### src/rtl/video_pattern_gen.sv
// Raster timing generator with four selectable test patterns (bars, h-ramp, checker, v-ramp).
// Optional per-frame ramp scrolling is enabled by defining PATTERN_GEN_SCROLL_EN.
module video_pattern_gen #(
  parameter int H_ACTIVE = 640,
  parameter int H_FP     = 16,
  parameter int H_SYNC   = 96,
  parameter int H_BP     = 48,
  parameter int V_ACTIVE = 480,
  parameter int V_FP     = 10,
  parameter int V_SYNC   = 2,
  parameter int V_BP     = 33,
  parameter int CE_DIV   = 2
) (
  input  logic        cmos_pclk_i,
  input  logic        rstn_i,
  input  logic        en_i,
  input  logic [1:0]  pattern_i,
  output logic [23:0] rgb_o,
  output logic        clk_ce_o,
  output logic        de_o,
  output logic        vs_o,
  output logic        hs_o,
  output logic        busy_o
);

  localparam int H_TOTAL = H_ACTIVE + H_FP + H_SYNC + H_BP;
  localparam int V_TOTAL = V_ACTIVE + V_FP + V_SYNC + V_BP;
  localparam int HW = ($clog2(H_TOTAL) > 8) ? $clog2(H_TOTAL) : 8;
  localparam int VW = ($clog2(V_TOTAL) > 8) ? $clog2(V_TOTAL) : 8;
  localparam int CW = (CE_DIV > 1) ? $clog2(CE_DIV) : 1;

  localparam logic [HW-1:0] H_LAST = HW'(H_TOTAL - 1);
  localparam logic [HW-1:0] H_ACT  = HW'(H_ACTIVE);
  localparam logic [HW-1:0] HS_BEG = HW'(H_ACTIVE + H_FP);
  localparam logic [HW-1:0] HS_END = HW'(H_ACTIVE + H_FP + H_SYNC);
  localparam logic [HW-1:0] BAR_W  = HW'(H_ACTIVE / 8);
  localparam logic [VW-1:0] V_LAST = VW'(V_TOTAL - 1);
  localparam logic [VW-1:0] V_ACT  = VW'(V_ACTIVE);
  localparam logic [VW-1:0] VS_BEG = VW'(V_ACTIVE + V_FP);
  localparam logic [VW-1:0] VS_END = VW'(V_ACTIVE + V_FP + V_SYNC);
  localparam logic [CW-1:0] CE_LAST = CW'(CE_DIV - 1);

  typedef enum logic [1:0] {S_IDLE, S_RUN, S_DRAIN} state_t;

  state_t        state, state_next;
  logic [CW-1:0] ce_cnt;
  logic [HW-1:0] h_cnt;
  logic [VW-1:0] v_cnt;
  logic [1:0]    pat_q;
  logic [1:0]    pat_cur;
  logic          tick, active, h_wrap, frame_end, frame_start;
  logic          de_n, hs_n, vs_n;
  logic [2:0]    bar_idx;
  logic [7:0]    h_val, v_val;
  logic [23:0]   pix;

  assign tick        = (ce_cnt == CE_LAST);
  assign active      = (state != S_IDLE);
  assign h_wrap      = (h_cnt == H_LAST);
  assign frame_end   = h_wrap && (v_cnt == V_LAST);
  assign frame_start = (h_cnt == '0) && (v_cnt == '0);
  assign busy_o      = active;

  always_ff @(posedge cmos_pclk_i or negedge rstn_i) begin
    if (!rstn_i) ce_cnt <= '0;
    else if (tick) ce_cnt <= '0;
    else ce_cnt <= ce_cnt + 1'b1;
  end

  always_ff @(posedge cmos_pclk_i or negedge rstn_i) begin
    if (!rstn_i) state <= S_IDLE;
    else state <= state_next;
  end

  // A frame in progress always runs to its end; en_i only decides what follows it.
  always_comb begin
    state_next = state;
    if (tick) begin
      case (state)
        S_IDLE:  if (en_i) state_next = S_RUN;
        default: begin
          if (frame_end) state_next = en_i ? S_RUN : S_IDLE;
          else           state_next = en_i ? S_RUN : S_DRAIN;
        end
      endcase
    end
  end

  always_ff @(posedge cmos_pclk_i or negedge rstn_i) begin
    if (!rstn_i) begin
      h_cnt <= '0;
      v_cnt <= '0;
    end else if (tick) begin
      if (!active) begin
        h_cnt <= '0;
        v_cnt <= '0;
      end else if (h_wrap) begin
        h_cnt <= '0;
        v_cnt <= (v_cnt == V_LAST) ? '0 : v_cnt + 1'b1;
      end else begin
        h_cnt <= h_cnt + 1'b1;
      end
    end
  end

  // The first pixel of a frame uses pattern_i directly; the rest use the latched copy.
  assign pat_cur = frame_start ? pattern_i : pat_q;

  always_ff @(posedge cmos_pclk_i or negedge rstn_i) begin
    if (!rstn_i) pat_q <= '0;
    else if (tick && active && frame_start) pat_q <= pattern_i;
  end

`ifdef PATTERN_GEN_SCROLL_EN
  logic [7:0] offset;

  always_ff @(posedge cmos_pclk_i or negedge rstn_i) begin
    if (!rstn_i) offset <= '0;
    else if (tick && active && frame_end) offset <= offset + 1'b1;
  end

  assign h_val = h_cnt[7:0] + offset;
  assign v_val = v_cnt[7:0] + offset;
`else
  assign h_val = h_cnt[7:0];
  assign v_val = v_cnt[7:0];
`endif

  assign de_n    = (h_cnt < H_ACT) && (v_cnt < V_ACT);
  assign hs_n    = (h_cnt >= HS_BEG) && (h_cnt < HS_END);
  assign vs_n    = (v_cnt >= VS_BEG) && (v_cnt < VS_END);
  assign bar_idx = 3'(h_cnt / BAR_W);

  always_comb begin
    pix = '0;
    case (pat_cur)
      2'd0: begin
        case (bar_idx)
          3'd0:    pix = 24'hFFFFFF;
          3'd1:    pix = 24'hFFFF00;
          3'd2:    pix = 24'h00FFFF;
          3'd3:    pix = 24'h00FF00;
          3'd4:    pix = 24'hFF00FF;
          3'd5:    pix = 24'hFF0000;
          3'd6:    pix = 24'h0000FF;
          default: pix = 24'h000000;
        endcase
      end
      2'd1:    pix = {3{h_val}};
      2'd2:    pix = (h_cnt[5] ^ v_cnt[5]) ? 24'hFFFFFF : 24'h000000;
      default: pix = {3{v_val}};
    endcase
  end

  always_ff @(posedge cmos_pclk_i or negedge rstn_i) begin
    if (!rstn_i) begin
      clk_ce_o <= 1'b0;
      de_o     <= 1'b0;
      hs_o     <= 1'b0;
      vs_o     <= 1'b0;
      rgb_o    <= '0;
    end else begin
      clk_ce_o <= tick;
      if (tick) begin
        if (active) begin
          de_o  <= de_n;
          hs_o  <= hs_n;
          vs_o  <= vs_n;
          rgb_o <= de_n ? pix : '0;
        end else begin
          de_o  <= 1'b0;
          hs_o  <= 1'b0;
          vs_o  <= 1'b0;
          rgb_o <= '0;
        end
      end
    end
  end

endmodule

### config.mk
export PLATFORM = sky130hd
export DESIGN_NAME = video_pattern_gen
export DESIGN_NICKNAME = d
export VERILOG_FILES = /design/src/rtl/video_pattern_gen.sv
export SDC_FILE = /design/constraint.sdc
export NUM_CORES = 1
export LEC_CHECK = 0
export ABC_AREA = 1
export CAP_MARGIN = 25
export CORE_MARGIN = 10
export CORE_UTILIZATION = 57
export CTS_CLUSTER_DIAMETER = 100
export DETAILED_ROUTE_END_ITERATION = 8
export GPL_TIMING_DRIVEN = 0
export PLACE_DENSITY = 0.9
export SLEW_MARGIN = 20
export SYNTH_ARGS = -nofsm -noshare
export SYNTH_HDL_FRONTEND = slang
export SYNTH_SLANG_ARGS = --single-unit
### constraint.sdc
create_clock -name cmos_pclk_i -period 2.6 [get_ports cmos_pclk_i]
set_input_delay 0.26 -clock cmos_pclk_i [delete_from_list [all_inputs] [get_ports cmos_pclk_i]]
set_output_delay 0.26 -clock cmos_pclk_i [all_outputs]
set_load 0.005 [all_outputs]
==> impl_results.md <==
* IO Port Bufs at 33
* Fin crit period at 2230 ps
* Highest clock rate at 448 MHz
* Yosys warning count at 0
* Pleak at 1.86 nW
* Detail Route met3 WL at 519 um
* Crit end category: flip-flop
* Final hold violations at 38
* H-tree depth at 2
* # IOs at 34
* Share of cells above drive strength 1 at roughly a tenth
* Final Skew at 7.28 ps
* Vias per cell at 5.50
* Vias in the first global route at between 2000 and 3000
* TritonCTS clock tree: done
* CP Launch Type: flip-flop
* Clock power frac at 14.9%
* GR Overflow Total at 0
* Antenna Diode Count at 0
* DRC at 0
* Slowest-stage cell, CP: dfrtp_1
* First-pass GRT wire length at 13400 um
* Multiplexer area fraction after synthesis at 0.319%
* Net Count, Synth at 432
* Num rows at 26
* Min-delay worst type: primary input to asynchronous set/reset pin
* Met2 wire len at 3920 um
* Cell internal pwr at 1.82 mW
* Core area at 0.00520 mm^2
* Setup-failing EPs final at 0
* Total CTS buffers at 5
* Multi-input logic area at 0.00155 mm^2
* Synth cell types at 37
* Clock Tree Root: clkbuf_8
* Die span in y at 94.2 um
* Min Hold Slack at -21.0 ps
* Worst rel slew slack at a little under three fifths
* Die ar. at ~0.009 mm^2
* Post-CTS Resized at 0
* Max IR drop VDD at 0.538 mV
* WP data required at 2810 ps
* Commonest cells after routing, fill and taps aside: nand2_1, dfrtp_1, nor2_1, inv_1, clkdlybuf4s50_1
* Clk slew on worst S/H paths at roughly 100 ps
* Failing checks: negative hold slack
* Largest net degree at the start of global routing at 54
* First-pass detailed-route iteration total at 5
* Outcome: finished with violations
* CP Max Fanout at 8
* Post-Synth XOR/XNOR Area at 3.35%
* Hold-fix buffers at CTS at 0
* Initial Util at 60.2%
* Switching Fraction at 41.9%
* Max cap viols at 0
* Clock Tree Buf Depth at 2
* Nets at 472
* GRT Util Overall at between 10% and 20%
* Syn Area/Cell at roughly 7.4 um^2
* # Post-CTS Setup Buffers at 0
* Post-Route Setup TNS at 0 ps
* Chip Width at 94.2 um
* Register area at 0.00133 mm^2
* Routed Antenna Nets at 0
* Mapped cell area at 0.00313 mm^2
* Cells after synthesis at roughly 420
* Routed via count at 2937
* Top routing layer in use: met4
* Synthesized-area fraction occupied by adder cells at roughly 1.6%
* RSZ-0062 raised after global routing: false
* DPL Wire Length at 5850 um
* FF-to-FF path depth at 13
* Crit path kind: flip-flop to flip-flop
* Gp weighted congestion at between 0.9 and 1
* Power Density at 861 mW/mm^2
* Syn-to-layout area delta at 15.9%
* Yosys reg bits at 53
* Crit path DAT at 2440 ps
* Post-synthesis sequential area ratio at between 40% and 50%
* Worst path max stage delay at 420 ps
* Worst slew pin tran at 669 ps
* Comb power frac at ~50%
* Period utilization at 85.9%
* Critical-path cell list: inv_1 -> ha_1 -> nand2_1 -> nor2_1 -> nand3_1 -> nand2_1 -> nand2_1 -> nand3_1 -> nand2_1 -> nor2_1 -> nand2_1 -> nand2_1 -> nand2_1
* CTS sink cnt at between 50 and 60
* Final Util at 69.8%
* Crit-path most repeated cell: nand2_1
* Synth Area in Simple Gates at 35.6%
* Initial DRC count at between 200 and 300
* WL/cell at 14.9 um
* WL met1 at 3370 um
* Initial antenna violation count at 0
* Flop pwr share at 36.4%
* Fillcell total at 447
* Main combinational cell family by area after synthesis: simple AND/OR/NAND/NOR gates
* Commonest non-fill, non-tap cell in the layout: nand2_1
* Worst-Skew Late Latency at 310 ps
* Detailed Route WL at 7930 um
* Net switching power at 1.31 mW
* Synth Area in Compound Gates at roughly 8.5%
* Max-slew violation count at 0
final timing paths:
| kind | start | end | slack, ps |
|---|---|---|---|
| setup reg to reg | v_cnt[1] | rgb_o[19] | 370 |
| min in group cmos_pclk_i | ce_cnt | clk_ce_o | 380 |
| setup / recovery | v_cnt[1] | rgb_o[19] | 370 |
| hold reg to reg | ce_cnt | clk_ce_o | 380 |
| max in group asynchronous | rstn_i | rgb_o[13] | 2170 |
| hold / removal | rstn_i | v_cnt[3] | -20 |
power by group through the flow:
| stage | Sequential [mW] | Clock (mW) | Combinational (mW) |
|---|---|---|---|
| floorplan | 1.15 | 0 | 0.948 |
| global placement | 1.15 | 0 | 1.44 |
| detailed placement | 1.15 | 0 | 1.50 |
| CTS | 1.14 | 0.470 | 1.52 |
| global route | 1.16 | 0.493 | 1.71 |
| finish | 1.14 | 0.465 | 1.53 |
worst max-delay path, delay by kind of cell (launching register included):
kind	cells	cell delay, ps
fa+ha+maj	1	210
buf+inv	1	120
flops	1	420
simple gates	11	1370
flip-flops by register name, indices dropped and copies added (netlist names):
signal and cells:
rgb_o 24, h_cnt 10, hs_o 1, pat_q 2, ce_cnt 1, state 2, de_o 1, vs_o 1
clk_ce_o 1, v_cnt 10
stage by stage:
stage,cells,cell area [um^2],worst slack (ps),total power [mW]
after global routing,534,3630,143,3.36
after global placement,526,3550,-301,2.59
after detailed placement,526,3550,461,2.65
after CTS,534,3630,440,3.13
after floorplan,423,3130,766,2.10
final,534,3630,366,3.13
layer usage:
layer,vias up,global-route usage (%)
met4,0,6.96
met5,-,0
li1,1424,-
met3,15,4.24
met2,118,32.2
met1,1380,21.4
cells by family after synthesis:
| family | count (synthesis) |
|---|---|
| DFF | 53 |
| xor gates and xnor gates | 12 |
| muxes | 1 |
| AOI/OAI and AO/OA | 42 |
| buffers and inverters | 60 |
| adders and majority gates | 4 |
| and+or+nand+nor | 251 |
layout make-up:
class / count / area share (%)
plain buffers: 11 / 2.17
clock buffers: 7 / 2.10
clock inverters: 1 / 0.207
inverters: 49 / 5.06
multi-input cells: 310 / 42.5
flip-flops and latches: 53 / 36.5
well taps: 70 / 2.41
repair buffers: 33 / 9.02
cell usage after synthesis, drive strengths merged:
library cell  number  area share (%)
a21boi             1            0.24
dfrtp             53              42
nand2            165              21
o41ai              1            0.28
nand3             29             5.1
a21oi              5            0.80
xor2              10             2.8
nor3               3            0.48
mux2i              1            0.32
o21ai             23             4.3
nor2              44             7.1
clkbuf             3            0.36
or2                1            0.20
a32o               1            0.32
clkinv             1            0.12
nand4              9             2.0
a221oi             2            0.56
xnor2              2            0.56
o22ai              6             1.2
o2111ai            1            0.28
ha                 4             1.6
inv               48             5.7
buf                8             2.2
a41oi              1            0.28
a211oi             1            0.24
(Power assumes the default switching activity.)
